<file path="src/rtl/seq_divider_32_pkg.sv">
// seq_divider_32_pkg
// Shared definitions for the iterative divider and its subtractor datapath:
//   - state_t        : divider FSM states
//   - DEF_WIDTH      : default operand/result width
//   - cnt_bits()     : iteration counter width for a given operand width
//   - CNT_W          : counter width for the default width
//   - DBZ_QUOTIENT   : quotient reported on divide-by-zero (all ones)
//   - slice_carry()  : carry into bit k of a 4-bit lookahead slice
//   - slice_ggen()   : group generate of a 4-bit lookahead slice
package seq_divider_32_pkg;

  typedef enum logic {
    IDLE = 1'b0,
    RUN  = 1'b1
  } state_t;

  localparam int DEF_WIDTH = 32;

  function automatic int cnt_bits(input int w);
    return $clog2(w) + 1;
  endfunction

  localparam int CNT_W = cnt_bits(DEF_WIDTH);

  localparam logic [DEF_WIDTH-1:0] DBZ_QUOTIENT = '1;

  // Lookahead carry into bit k (0..3) of a slice, flattened from the slice
  // carry-in so no carry ripples bit-to-bit inside the slice.
  function automatic logic slice_carry(input logic [3:0] g, input logic [3:0] p,
                                       input logic cin, input int k);
    logic c;
    case (k)
      0:       c = cin;
      1:       c = g[0] | (p[0] & cin);
      2:       c = g[1] | (p[1] & g[0]) | (p[1] & p[0] & cin);
      default: c = g[2] | (p[2] & g[1]) | (p[2] & p[1] & g[0])
                 | (p[2] & p[1] & p[0] & cin);
    endcase
    return c;
  endfunction

  function automatic logic slice_ggen(input logic [3:0] g, input logic [3:0] p);
    return g[3] | (p[3] & g[2]) | (p[3] & p[2] & g[1]) | (p[3] & p[2] & p[1] & g[0]);
  endfunction

endpackage

</file>
<file path="src/rtl/seq_divider_32_cla_subtractor.sv">
// cla_subtractor
// Combinational A - B computed as A + ~B + 1 using 4-bit carry-lookahead
// slices; slices are chained by rippling the group carry.
// Both operands are zero-extended to the next multiple of 4 before the
// inversion, so the carry-out of the top slice is a clean no-borrow flag
// (1 when A >= B).
// Parameters:
//   W  : operand width
//   DW : number of low difference bits brought out (DW <= W)
// Ports:
//   i_a, i_b     : operands (W bits)
//   o_diff       : low DW bits of A - B
//   o_no_borrow  : 1 when A >= B
module cla_subtractor
  import seq_divider_32_pkg::*;
#(
  parameter int W  = 33,
  parameter int DW = W
) (
  input  logic [W-1:0]  i_a,
  input  logic [W-1:0]  i_b,
  output logic [DW-1:0] o_diff,
  output logic          o_no_borrow
);

  localparam int PW = ((W + 3) / 4) * 4;
  localparam int NS = PW / 4;

  logic [PW-1:0] w_a;
  logic [PW-1:0] w_bn;
  logic [PW-1:0] w_g;
  logic [PW-1:0] w_p;
  logic [NS:0]   w_c;

  assign w_a    = PW'(i_a);
  assign w_bn   = ~(PW'(i_b));
  assign w_g    = w_a & w_bn;
  assign w_p    = w_a ^ w_bn;
  // The +1 of the two's complement enters as the carry into slice 0.
  assign w_c[0] = 1'b1;

  for (genvar s = 0; s < NS; s++) begin : g_slice
    logic [3:0] w_gs;
    logic [3:0] w_ps;

    assign w_gs       = w_g[4*s +: 4];
    assign w_ps       = w_p[4*s +: 4];
    assign w_c[s + 1] = slice_ggen(w_gs, w_ps) | ((&w_ps) & w_c[s]);

    for (genvar k = 0; k < 4; k++) begin : g_bit
      if (4 * s + k < DW) begin : g_out
        assign o_diff[4*s + k] = w_ps[k] ^ slice_carry(w_gs, w_ps, w_c[s], k);
      end
    end
  end

  assign o_no_borrow = w_c[NS];

endmodule

</file>
<file path="src/rtl/seq_divider_32.sv">
// seq_divider_32
// Iterative unsigned restoring divider producing one quotient bit per clock.
// Ports:
//   CLK, RESET    : clock, asynchronous active-high reset
//   start         : request, sampled only while busy=0
//   dividend      : numerator, sampled with start
//   divisor       : denominator, sampled with start
//   busy          : high while a division is iterating
//   done          : one-cycle completion pulse
//   quotient      : registered result, held until the next completion
//   remainder     : registered result, held until the next completion
//   div_by_zero   : registered flag, valid with done, held likewise
//   o_dbg_state   : current FSM state (state_t encoding)
//
// Handshake: an operation is accepted on any rising edge where busy=0 and
// start=1; dividend/divisor are captured on that edge only. start while
// busy=1 is ignored. Completion is signalled by done=1 for exactly one cycle,
// with busy already low, so a start presented in the done cycle is accepted
// on the next edge. A nonzero divisor completes WIDTH edges after
// acceptance; a zero divisor completes one edge after acceptance without
// ever raising busy.
module seq_divider_32
  import seq_divider_32_pkg::*;
#(
  parameter int WIDTH = DEF_WIDTH
) (
  input  logic             CLK,
  input  logic             RESET,
  input  logic             start,
  input  logic [WIDTH-1:0] dividend,
  input  logic [WIDTH-1:0] divisor,
  output logic             busy,
  output logic             done,
  output logic [WIDTH-1:0] quotient,
  output logic [WIDTH-1:0] remainder,
  output logic             div_by_zero,
  output logic             o_dbg_state
);

  localparam int               LP_CNT_W = cnt_bits(WIDTH);
  localparam logic [WIDTH-1:0] LP_DBZ_Q = '1;

  state_t                r_state;
  state_t                w_state_nxt;
  logic                  w_accept;
  logic                  w_finish;

  // The partial remainder is always below the divisor between iterations,
  // so WIDTH bits hold it; the extra bit only exists in the shifted value.
  logic [WIDTH-1:0]      r_rem;
  logic [WIDTH-1:0]      r_q;
  logic [WIDTH-1:0]      r_dvs;
  logic [LP_CNT_W-1:0]   r_cnt;
  logic                  r_zero_pend;

  logic                  r_done;
  logic [WIDTH-1:0]      r_quotient;
  logic [WIDTH-1:0]      r_remainder;
  logic                  r_dbz;

  logic [WIDTH:0]        w_shifted;
  logic [WIDTH-1:0]      w_diff;
  logic                  w_no_borrow;
  logic [WIDTH-1:0]      w_rem_nxt;
  logic [WIDTH-1:0]      w_q_nxt;

  assign w_shifted = {r_rem, r_q[WIDTH-1]};

  cla_subtractor #(
    .W  (WIDTH + 1),
    .DW (WIDTH)
  ) u_sub (
    .i_a         (w_shifted),
    .i_b         ({1'b0, r_dvs}),
    .o_diff      (w_diff),
    .o_no_borrow (w_no_borrow)
  );

  // Restore by keeping the shifted value when the trial subtraction borrows.
  assign w_rem_nxt = w_no_borrow ? w_diff : w_shifted[WIDTH-1:0];
  assign w_q_nxt   = {r_q[WIDTH-2:0], w_no_borrow};

  always_ff @(posedge CLK or posedge RESET) begin
    if (RESET) begin
      r_state <= IDLE;
    end else begin
      r_state <= w_state_nxt;
    end
  end

  always_comb begin
    w_state_nxt = r_state;
    w_accept    = 1'b0;
    w_finish    = 1'b0;
    case (r_state)
      IDLE: begin
        if (start) begin
          w_accept = 1'b1;
          if (divisor != '0) begin
            w_state_nxt = RUN;
          end
        end
      end
      RUN: begin
        if (r_cnt == LP_CNT_W'(1)) begin
          w_finish    = 1'b1;
          w_state_nxt = IDLE;
        end
      end
      default: w_state_nxt = IDLE;
    endcase
  end

  always_ff @(posedge CLK or posedge RESET) begin
    if (RESET) begin
      r_rem       <= '0;
      r_q         <= '0;
      r_dvs       <= '0;
      r_cnt       <= '0;
      r_zero_pend <= 1'b0;
      r_done      <= 1'b0;
      r_quotient  <= '0;
      r_remainder <= '0;
      r_dbz       <= 1'b0;
    end else begin
      r_done      <= 1'b0;
      r_zero_pend <= 1'b0;

      if (w_accept) begin
        r_q         <= dividend;
        r_dvs       <= divisor;
        r_rem       <= '0;
        r_cnt       <= LP_CNT_W'(WIDTH);
        r_zero_pend <= (divisor == '0);
      end else if (r_state == RUN) begin
        r_q   <= w_q_nxt;
        r_rem <= w_rem_nxt;
        r_cnt <= r_cnt - LP_CNT_W'(1);
      end

      // The zero path reports one edge after acceptance; r_q still holds
      // the captured dividend even if a new request is accepted this edge.
      if (w_finish) begin
        r_quotient  <= w_q_nxt;
        r_remainder <= w_rem_nxt;
        r_dbz       <= 1'b0;
        r_done      <= 1'b1;
      end else if (r_zero_pend) begin
        r_quotient  <= LP_DBZ_Q;
        r_remainder <= r_q;
        r_dbz       <= 1'b1;
        r_done      <= 1'b1;
      end
    end
  end

  assign busy        = (r_state == RUN);
  assign done        = r_done;
  assign quotient    = r_quotient;
  assign remainder   = r_remainder;
  assign div_by_zero = r_dbz;
  assign o_dbg_state = r_state;

endmodule

</file>
<file path="config.mk">
export PLATFORM = sky130hd
export DESIGN_NAME = seq_divider_32
export DESIGN_NICKNAME = d
export VERILOG_FILES = /design/src/rtl/seq_divider_32_pkg.sv /design/src/rtl/seq_divider_32_cla_subtractor.sv /design/src/rtl/seq_divider_32.sv
export SDC_FILE = /design/constraint.sdc
export NUM_CORES = 1
export LEC_CHECK = 0
export BUFFER_PORTS_ARGS = -buffer_cell sky130_fd_sc_hd__buf_2
export CORE_AREA = 2 2 157 159
export CTS_BUF_LIST = sky130_fd_sc_hd__clkbuf_16
export CTS_CLUSTER_DIAMETER = 60
export DETAILED_ROUTE_END_ITERATION = 12
export DIE_AREA = 0 0 159 161
export GPL_ROUTABILITY_DRIVEN = 0
export SETUP_SLACK_MARGIN = 0.05
export SLEW_MARGIN = 10
export SYNTH_ARGS = -nofsm -noshare
export SYNTH_HDL_FRONTEND = slang
export SYNTH_SLANG_ARGS = --single-unit
</file>
<file path="constraint.sdc">
create_clock -name CLK -period 19.4 [get_ports CLK]
set_input_delay 5.82 -clock CLK [delete_from_list [all_inputs] [get_ports CLK]]
set_output_delay 5.82 -clock CLK [all_outputs]
set_load 0.02 [all_outputs]
</file>
[Word-level counts from Yosys, hierarchy flattened]
Index checks and enable logic that the tools add are counted.
Cells by class
  add/subtract/negate cells: 1
  multiply operators: 0
  divide/modulo/power cells: 0
  magnitude comparators: 0
  equality and inequality tests: 1
  shift operators: 0
  muxes and demuxes: 24
  bitwise logic cells: 242
  reduce and logical (&&, ||, !) cells: 13
Operators by type and width (number)
  2-to-1 mux 32 bit: 9
  bitwise AND 1 bit: 122
  OR 1 bit: 84
  bitwise AND 33 x 36 -> 36 bit: 1
  NOT 32 -> 36 bit: 1
  AND reduction 4 bit: 9
  XOR 33 x 36 -> 36 bit: 1
  logical NOT 32 bit: 1
  nonzero test 32 bit: 1
  XOR 1 bit: 31
  2-to-1 mux 1 bit: 12
  2-to-1 mux 6 bit: 2
  equality test 6 x 1 -> 1 bit, second input constant: 1
  subtractor 6 x 1 -> 6 bit, second input constant: 1
  nonzero test 2 bit: 2
  NOT 1 bit: 2
  case mux 1 bit (2 select lines): 1
Word-level totals
  bits in registers: 170
  latch bits: 0
  RAM bits: 0
  bits in read-only memories: 0
  output and inout bits: 68
  logic and storage cells: 291
  memories kept: 0

[Depth between registers and ports, before layout]
Gate-level depths: netlist (run 1).
  depth in word-level cells: 26
  mapped depth: 13

[Hierarchy]
A second synthesis (run 1) with hierarchy kept.
Unflattened totals
  cells, all modules: 976
  area, all modules: 9205.1 µm²
By module, submodules not included
  seq_divider_32: times used 1, cells each 781, area an instance 7674.9 µm², sequential area each 4254.1 µm²
  cla_subtractor: times used 1, cells each 195, area an instance 1530.2 µm², sequential area each 0.0 µm²

[Worst setup path before layout (run 1)]
Ideal clock, no wire load.
  path kind: input -> register
  start point: input start
  end point: register r_q[6]
  data arrival time: 6.961 ns
  data required time: 19.266 ns
  path slack: 12.306 ns
  cell stages on the path: 4
  cell sequence: clkbuf_1 > buf_1 > mux2i_1 > o21ai_0
Between the ends
  word-level cells in the longest chain between the ends: 3
  elaborated cells between the ends (all ways): 4
Ends and longest elaborated chain
  from (decl): RTL line seq_divider_32.sv:29  | input logic start,
  2-to-1 mux 1 bit *: RTL line seq_divider_32.sv:97  | if (start) begin
  2-to-1 mux 1 bit *: RTL line seq_divider_32.sv:95  | case (r_state)
  2-to-1 mux 32 bit or nonzero test 2 bit (tied branches)
  to (signal assigned): RTL line seq_divider_32.sv:130  | r_q <= dividend;
  to (signal assigned): RTL line seq_divider_32.sv:136  | r_q <= w_q_nxt;
  to (decl): RTL line seq_divider_32.sv:51  | logic [WIDTH-1:0] r_q;
Mark *: on every way between the ends. The rest lies on a longest branch, timed or not.
A chain may end at the register's enable or synchronous reset.

[Final worst setup path (run 1)]
  start point: input start
  end point: register r_dvs[24]
Between the ends
  word-level cells in the longest chain between the ends: 2
Ends and longest elaborated chain
  2-to-1 mux 1 bit: RTL line seq_divider_32.sv:97
  2-to-1 mux 1 bit: RTL line seq_divider_32.sv:95
  to (signal assigned): RTL line seq_divider_32.sv:131  | r_dvs <= divisor;
  to (decl): RTL line seq_divider_32.sv:52  | logic [WIDTH-1:0] r_dvs;
No other way between the ends.

==> results of run 1 <==
[cells in the final DEF, fill, tap and decap left out, types with 9 or more instances in the layout]
master and instances:
nor2b_1 24, nand4_1 17, ha_1 35, o211ai_1 11, nor4_1 9, a31oi_1 22
o21ai_1 18, nand2_1 152, buf_2 134, nor3_1 17, xnor2_1 14, inv_1 57
a21oi_1 34, and3_1 17, a31o_1 15, clkbuf_16 17, a211oi_1 22, o311ai_1 10
nor2_1 22, mux2i_1 42, nand3_1 35, dfrtp_1 168, o21ai_0 119
[critical path, cell delays in order]
cell and delay, ns:
buf_2 0.07, buf_4 0.62, inv_1 0.60, nor2_4 0.45, buf_12 0.26, nand2_1 0.08, o21ai_0 0.08
[through the flow]
step | setup slack [ns] | utilization (%)
after floorplan | 8.98 | -
after global placement | 10.79 | 43.0
after detailed placement | 10.79 | 43.0
after CTS | 11.22 | 45.4
after global routing | 11.52 | 45.5
final | 11.73 | 45.5
[per-layer routing]
| layer | share of wire (%) | global-route usage [%] | vias to the layer above |
|---|---|---|---|
| li1 | - | - | 3862 |
| met1 | 52 | 31.9 | 3711 |
| met2 | 41 | 28.2 | 231 |
| met3 | 5.2 | 3.78 | 24 |
| met4 | 1.6 | 5.62 | 0 |
| met5 | 0 | 0 | - |
[power by group through the flow]
stage | sequential, mW | combinational [mW] | clock, mW
3_5_place_dp | 0.684 | 1.35 | 0
6_report | 0.681 | 1.37 | 0.334
4_1_cts | 0.679 | 1.36 | 0.341
2_1_floorplan | 0.714 | 0.968 | 0
5_1_grt | 0.706 | 1.53 | 0.354
3_3_place_gp | 0.682 | 1.34 | 0
[path summary, 6_finish.rpt]
| path | start | cells after the start | slack [ns] | end |
|---|---|---|---|---|
| max | start | 7 | 11.73 | r_dvs[24] |
| min | r_cnt[5] | 1 | 0.49 | r_cnt[5] |
| max reg2reg | r_rem[20] | 8 | 15.80 | r_rem[18] |
| min reg2reg | r_cnt[5] | 1 | 0.49 | r_cnt[5] |
| max in group asynchronous | RESET | 3 | 12.30 | busy |
| min in group asynchronous | RESET | 2 | 5.56 | quotient[3] |
[flip-flops by register name, indices dropped and copies added (netlist names)]
name         count
done             1
div_by_zero      1
quotient        32
remainder       32
r_cnt            6
r_zero_pend      1
r_q             32
busy             1
r_rem           32
r_dvs           32
[cell type report]
class	count	area [um2]
inverter	58	223
multi-input combinational	727	4680
clock buffer	17	425
clock inverter	15	154
tap	324	405
fill	2388	13100
sequential	170	4260
timing repair buffer	143	751
[logic make-up (layout without fill, tap and decap cells)]
family                     Yosys count  after routing  synth area share [%]
and+or+nand+nor                    317            317                  16.0
xor gates and xnor gates            20             20                  1.86
AOI/OAI and AO/OA                  303            303                  20.5
buffers and inverters              132            233                  5.56
DFF                                170            170                  45.1
muxes                               45             45                  4.81
adders and majority gates           42             42                  6.13
[cells in the mapped netlist, types with 11 or more instances]
| library cell | n | area share, % |
|---|---|---|
| a21oi_1 | 34 | 1.8 |
| xnor2_1 | 14 | 1.3 |
| o21ai_1 | 18 | 0.95 |
| nor2_1 | 23 | 0.91 |
| a31oi_1 | 22 | 1.5 |
| ha_1 | 35 | 4.6 |
| mux2i_1 | 42 | 4.5 |
| nand3_1 | 35 | 1.9 |
| clkbuf_1 | 50 | 2.0 |
| nand4_1 | 17 | 1.1 |
| nor2b_1 | 24 | 1.6 |
| nor3_1 | 17 | 0.90 |
| buf_1 | 14 | 0.56 |
| dfrtp_1 | 170 | 45 |
| inv_1 | 58 | 2.3 |
| and3_1 | 17 | 1.1 |
| a31o_1 | 15 | 1.4 |
| o21ai_0 | 119 | 6.3 |
| nand2_1 | 153 | 6.1 |
| a211oi_1 | 22 | 1.8 |
| o211ai_1 | 11 | 0.88 |
==> results.yml, run 1 <==
floorplan:
  die_w_um: 159
  std_cell_rows: 57
  core_um2: 24000
  dieArea_um2: 25600
  die_h_um: 161
  initial_utilization_pct: 39.4
  io-pin-count: 135
timing:
  holdWs_ns: 0.492
  tns_ns: 0
  max-slew-margin-rel_pct: 30.9
  min_period_over_period_pct: 39.5
  slew_viol_final: 0
  setup_viol: 0
  rsz0062_at_grt: "no"
  hold_viol: 0
  max_freq_ghz: 0.130
  worstMarginPinSlew_ns: 1.04
  fin_worst_skew_ns: 0.0145
  period_needed_ns: 7.67
pwr:
  clock_power_share_pct: 14.0
  p_leak_nw: 5.11
  finalPower_mw: 2.38
  peakVddDrop_mv: 0.0782
  sw_frac_of_total_pct: 47.2
  p_int_mw: 1.26
  p_per_area_nw_per_um2: 219
  p_sw_mw: 1.12
  seqPwrFrac_pct: 28.6
  power_frac_comb_pct: 57.4
placed_design:
  dp_cells: 1421
  placed_area_um2: 10300
  port_buffers: 134
  dp_hpwl_um: 17300
logic_synthesis:
  synth-main-ff-cell: "dfrtp_1"
  synth_warnings: 0
  seq_area_frac_synth_pct: 45.1
  syn_nets: 1138
  async_flop_share_pct: 100
  synth_cells: 1029
  synth_edf_count: 0
  yosysUniqueCellTypes: 69
  postSynthAreaPerCell_um2: 9.17
  syn_area_um2: 9440
  synth-seq-cells: 170
layout:
  syn_to_final_growth_pct: 15.5
  postLayoutCellArea_um2: 10900
  nets: 1226
  num_antenna_cells: 0
  instances_no_fill: 1454
  drive_above_1_share_pct: 17.5
route:
  first_iter_violations: 619
  first_pass_iters: 5
  totalWireLength_um: 25700
  viasPerCell: 5.38
  wl_per_cell_um: 17.6
  antenna_left: 0
  vias: 7828
  drc_errors: 0
global_routing:
  antenna_found_initial: 0
  overflow: 0
  grt_pass1_wl_um: 41600
  grt_max_degree: 115
  grt_pass1_vias: 7471
  grt_use_total_pct: 20.2
clock_tree:
  clockBufferDepth: 2
  clock_latency_ns: 0.43
  clk_pin_slew_ns: 0.07
  htreeDepth: 4
  hold_buffers: 0
  numCtsBuffers: 17
  cts_root_buf: "clkbuf_16"
  cts.sinks: 170
  postCtsSetupRepairBufs: 0
  cts_tree: "done"
  cts_resized: 0
hold_path:
  worstHoldPathType: "flip-flop to flip-flop"
setup_path:
  crit_type: "input pin to flip-flop"
  arrival_ns: 8.02
  startpoint_type: "input pin"
  cp_data_required_time_ns: 19.75
  worst-path-max-fanout: 52
  endpoint_kind: "flip-flop"
job:
  drv_cap: 0
outcome:
  outcome: "finished clean"
Power figures use the tool's default switching activity.
==> run 2, diff against run 1 <==
Clock period 19.4 ns to 7.1 ns, I/O delays scaled along.
==> results.yml, run 2 (same netlist as run 1, synthesis figures left out) <==
timing:
  min_period_over_period_pct: 53.7
  rsz0062_at_grt: "no"
  holdWs_ns: 0.487
  setup_viol: 0
  tns_ns: 0
  hold_viol: 0
  max-slew-margin-rel_pct: 24.1
  period_needed_ns: 3.82
  fin_worst_skew_ns: 0.00934
  worstMarginPinSlew_ns: 1.14
  max_freq_ghz: 0.262
  slew_viol_final: 0
clock_tree:
  clock_latency_ns: 0.44
  numCtsBuffers: 17
  cts_tree: "done"
  cts.sinks: 170
  hold_buffers: 0
  clk_pin_slew_ns: 0.07
  postCtsSetupRepairBufs: 0
  cts_root_buf: "clkbuf_16"
  clockBufferDepth: 2
  cts_resized: 0
  htreeDepth: 4
layout:
  regArea_um2: 4260
  mostFrequentLayoutCell: "dfrtp_1"
  multiInputGateArea_um2: 4680
  syn_to_final_growth_pct: 15.7
  drive_above_1_share_pct: 17.6
  instances_no_fill: 1455
  nFillCells: 2377
  num_antenna_cells: 0
  final_cell_mix: "dfrtp_1 (168), nand2_1 (152), buf_2 (134), o21ai_0 (119), inv_1 (57)"
  nets: 1227
placed_design:
  port_buffers: 134
  dp_cells: 1423
  dp_hpwl_um: 17400
setup_path:
  r2r_start: "r_rem[20]"
  cpMaxStageDelayCell: "dfrtp_4"
  r2r-end: "r_rem[21]"
  cp_data_required_time_ns: 4.97
  path_buf_inv: 1
  slowest_delay_ns: 0.95
  worst-path-max-fanout: 72
  crit_family: "flip-flops"
  path_cells: "buf_2"
  arrival_ns: 1.69
  crit_type: "flip-flop to primary output"
  startpoint_type: "flip-flop"
  endpoint_kind: "primary output"
  r2r.worst_path.cells: 8
  rrSetupSlack_ns: 3.52
pwr:
  clock_power_share_pct: 14.6
  seqPwrFrac_pct: 28.7
  peakVddDrop_mv: 0.268
  p_sw_mw: 3.09
  power_frac_comb_pct: 56.8
  p_leak_nw: 5.12
  sw_frac_of_total_pct: 47.0
  finalPower_mw: 6.57
  p_per_area_nw_per_um2: 602
  p_int_mw: 3.48
floorplan:
  io-pin-count: 135
  die_w_um: 159
  std_cell_rows: 57
  die_h_um: 161
  initial_utilization_pct: 39.4
  core_um2: 24000
  dieArea_um2: 25600
global_routing:
  grt_use_total_pct: 20.4
  antenna_found_initial: 0
  grt_pass1_wl_um: 41900
  grt_max_degree: 88
  overflow: 0
  grt_pass1_vias: 7377
job:
  drv_cap: 0
hold_path:
  worstHoldPathType: "flip-flop to flip-flop"
  holdPathEnd: "r_cnt[5]"
  min_from: "r_cnt[5]"
  whs_path_depth: 1
route:
  viasPerCell: 5.43
  antenna_left: 0
  first_pass_iters: 5
  wl_per_cell_um: 17.8
  vias: 7894
  drc_errors: 0
  first_iter_violations: 765
  totalWireLength_um: 25900
outcome:
  outcome: "finished clean"
==> run 2: cell count changes in the layout (fill, tap and decap cells not counted) <==
| cell | before | now |
|---|---|---|
| buf_12 | 1 | 0 |
| clkinv_8 | 3 | 2 |
| buf_4 | 8 | 10 |
| bufinv_16 | 0 | 1 |
| clkinv_4 | 4 | 1 |
| inv_8 | 1 | 4 |
==> run 2: metrics by stage <==
step / worst slack (ns) / util (%) / instance area (um2)
after CTS: 3.26 / 45.5 / 10900
after detailed placement: 3.13 / 43.0 / 10300
after floorplan: 0.367 / - / 9440
after global routing: 3.19 / 45.5 / 10900
final: 3.28 / 45.5 / 10900
after global placement: 3.17 / 43.0 / 10300
==> run 2: metal layers <==
layer  share of wire, %  global-route usage, %
met1                 52                   32.3
met2                 42                   28.7
met3                5.7                   4.31
met4               0.68                   3.93
met5                  0                      0
==> run 2: worst register-to-register path, cell delays in order, from the launching register on <==
cell and delay, ns:
dfrtp_1 0.44, ha_1 0.42, nand4_2 0.21, nor4_4 0.37
o211ai_2 0.19, a21oi_2 0.25, o2111a_2 0.81, nor2_2 0.34
a311o_1 0.44
==> run 2: area by class of cell <==
| cell class | count | share of cell area (%) |
|---|---|---|
| well taps | 324 | 3.71 |
| clock inverters | 15 | 1.60 |
| clock buffers | 17 | 3.90 |
| repair buffers | 144 | 6.83 |
| multi-input cells | 727 | 42.9 |
| inverters | 58 | 2.04 |
| flip-flops and latches | 170 | 39.0 |
==> run 2: worst max-delay path by stage <==
stage	startpoint	endpoint	slack (ns)	depth (start not counted)
floorplan	RESET	busy	0.37	1
global placement	start	r_cnt[3]	3.17	5
detailed placement	start	r_cnt[3]	3.13	5
CTS	busy	o_dbg_state	3.26	1
global route	busy	o_dbg_state	3.19	1
finish	busy	o_dbg_state	3.28	1
==> run 2: power groups by stage <==
stage                     sequential [mW]  clock [mW]  combinational [mW]
after floorplan                      1.95           0                2.65
after global placement               1.88           0                3.64
after detailed placement             1.89           0                3.69
after CTS                            1.88       0.973                3.72
after global routing                 1.94        1.02                4.18
final                                1.88       0.956                3.73
==> run 3, diff against run 2 <==
Settings changed: ABC_AREA set to 1, CORE_AREA 2 2 157 159 to 2 2 152 154, DIE_AREA 0 0 159 161 to 0 0 154 156.
Clock period 7.1 ns to 4 ns, I/O delays scaled along.
==> results.yml, run 3 <==
hold_path:
  worstHoldPathType: "flip-flop to flip-flop"
timing:
  rsz0062_at_grt: "no"
  max_freq_ghz: 0.300
  tns_ns: 0
  min_period_over_period_pct: 83.4
  slew_viol_final: 0
  holdWs_ns: 0.483
  hold_viol: 0
  fin_worst_skew_ns: 0.0162
  worstMarginPinSlew_ns: 1.13
  max-slew-margin-rel_pct: 24.3
  setup_viol: 0
  period_needed_ns: 3.34
logic_synthesis:
  synth_edf_count: 0
  yosysTopAreaCell: "dfrtp_1"
  synth-seq-cells: 170
  postSynthAreaPerCell_um2: 8.30
  synth_top_area_share_pct: 48.0
  yosysUniqueCellTypes: 39
  synth_cells: 1068
  syn_nets: 1177
  synth_warnings: 0
  synth.area.top_cells: "dfrtp_1 (48%), nand2_1 (14%), inv_1 (5.7%)"
  yosys.cell_count.top_type: "nand2_1"
  synth_common_cells: "nand2_1 (322), dfrtp_1 (170), inv_1 (134), nor2_1 (61), o21ai_0 (52)"
  seq_area_frac_synth_pct: 48.0
  syn_area_um2: 8870
  synth-main-ff-cell: "dfrtp_1"
  async_flop_share_pct: 100
global_routing:
  antenna_found_initial: 0
  grt_use_total_pct: 21.7
  overflow: 0
  grt_pass1_vias: 7843
  grt_max_degree: 113
  grt_pass1_wl_um: 40700
layout:
  final_cell_mix: "nand2_1 (322), dfrtp_1 (170), buf_2 (134), inv_1 (133), nor2_1 (60)"
  multiInputGateArea_um2: 3860
  regArea_um2: 4250
  nFillCells: 2171
  instances_no_fill: 1483
  nets: 1294
  num_antenna_cells: 0
  mostFrequentLayoutCell: "nand2_1"
  drive_above_1_share_pct: 17.4
  syn_to_final_growth_pct: 17.8
pwr:
  p_leak_nw: 5.41
  peakVddDrop_mv: 0.486
  p_per_area_nw_per_um2: 1040
route:
  first_iter_violations: 428
  antenna_left: 0
  vias: 7579
  totalWireLength_um: 25000
  wl_per_cell_um: 16.9
  first_pass_iters: 7
  viasPerCell: 5.11
  drc_errors: 0
setup_path:
  arrival_ns: 3.61
  worst-path-max-fanout: 50
  cpMaxStageDelayCell: "buf_4"
  crit_type: "flip-flop to flip-flop"
  startpoint_type: "flip-flop"
  cp_common_cell: "nand2_1"
  rrSetupSlack_ns: 0.66
  cp_data_required_time_ns: 4.28
  path_cells: "inv_1, ha_1, nand2_1, nand3_2, nand2_1, nand2_1, nand2_1, nand2_1, nand2_1, nand2_1, nand2_1, nand2_1, nand2_1, nand2_2, nand2_1, nand2_2, nand2_2, nand2_2, nand2_2, nand3_2, buf_4, nand2_1, o21ai_1, o21bai_1"
  slowest_delay_ns: 0.48
  endpoint_kind: "flip-flop"
clock_tree:
  clock_latency_ns: 0.43
  htreeDepth: 4
  clk_pin_slew_ns: 0.07
  cts_tree: "done"
  postCtsSetupRepairBufs: 0
  numCtsBuffers: 17
  cts_resized: 0
  cts_root_buf: "clkbuf_16"
  cts.sinks: 170
  clockBufferDepth: 2
  hold_buffers: 0
floorplan:
  std_cell_rows: 55
  io-pin-count: 135
  core_um2: 22400
  die_w_um: 154
  dieArea_um2: 24000
  die_h_um: 156
  initial_utilization_pct: 39.6
placed_design:
  dp_hpwl_um: 17800
  dp_cells: 1451
  port_buffers: 134
outcome:
  outcome: "finished clean"
job:
  drv_cap: 0
==> run 3: metrics by stage <==
stage | cell area, um2 | total power [mW] | setup WS, ns | utilization, %
after floorplan | 8870 | 7.47 | 0.631 | -
after global placement | 9800 | 8.92 | 0.761 | 43.8
after detailed placement | 9800 | 9.02 | 0.675 | 43.8
after CTS | 10400 | 10.9 | 0.651 | 46.7
after global routing | 10400 | 11.9 | 0.276 | 46.7
final | 10400 | 10.8 | 0.664 | 46.7
==> run 3: layout make-up <==
type / count / area share, %
sequential: 170 / 40.7
multi-input combinational: 709 / 37.0
timing repair buffer: 150 / 7.69
inverter: 137 / 4.96
clock buffer: 17 / 4.07
tap: 285 / 3.41
clock inverter: 15 / 2.13
==> run 3: per-layer routing <==
metal  global-route usage, %  wire, um  vias to the layer above
li1                        -         -                     3677
met1                    28.3     11300                     3690
met2                    37.2     12300                      183
met3                    3.89      1080                       29
met4                    6.01       406                        0
met5                       0         0                        -
==> run 3: worst max-delay path, delay by kind of cell (launching register included) <==
family                   cells  cell delay [ns]
flip-flops                   1             0.39
buffers and inverters        2             0.58
AO/OA/AOI/OAI                2             0.26
AND/OR/NAND/NOR             19             1.63
adder cells (fa/ha/maj)      1             0.30
==> run 3: power breakdown <==
group | total (mW) | internal, mW | leakage, nW | switching (mW)
Clock | 1.84 | 1.11 | 0.301 | 0.730
Combinational | 5.70 | 2.15 | 3.05 | 3.55
Sequential | 3.29 | 2.59 | 2.06 | 0.702
==> run 3: worst paths after layout <==
| path | from | to | cells past startpoint |
|---|---|---|---|
| worst min register to register | r_dvs[21] | r_dvs[21] | 2 |
| max in group asynchronous | RESET | remainder[9] | 3 |
| worst min-delay path | r_dvs[21] | r_dvs[21] | 2 |
| worst max register to register | r_q[31] | remainder[13] | 24 |
| min in group asynchronous | RESET | r_q[6] | 3 |
| worst max-delay path | r_q[31] | remainder[13] | 24 |
==> run 3: logic make-up after synthesis <==
group / share of synthesized area [%]
xor gates and xnor gates: 1.78
and+or+nand+nor: 21.3
DFF: 48.0
buffers and inverters: 8.56
AOI/OAI and AO/OA: 13.8
adders and majority gates: 6.52
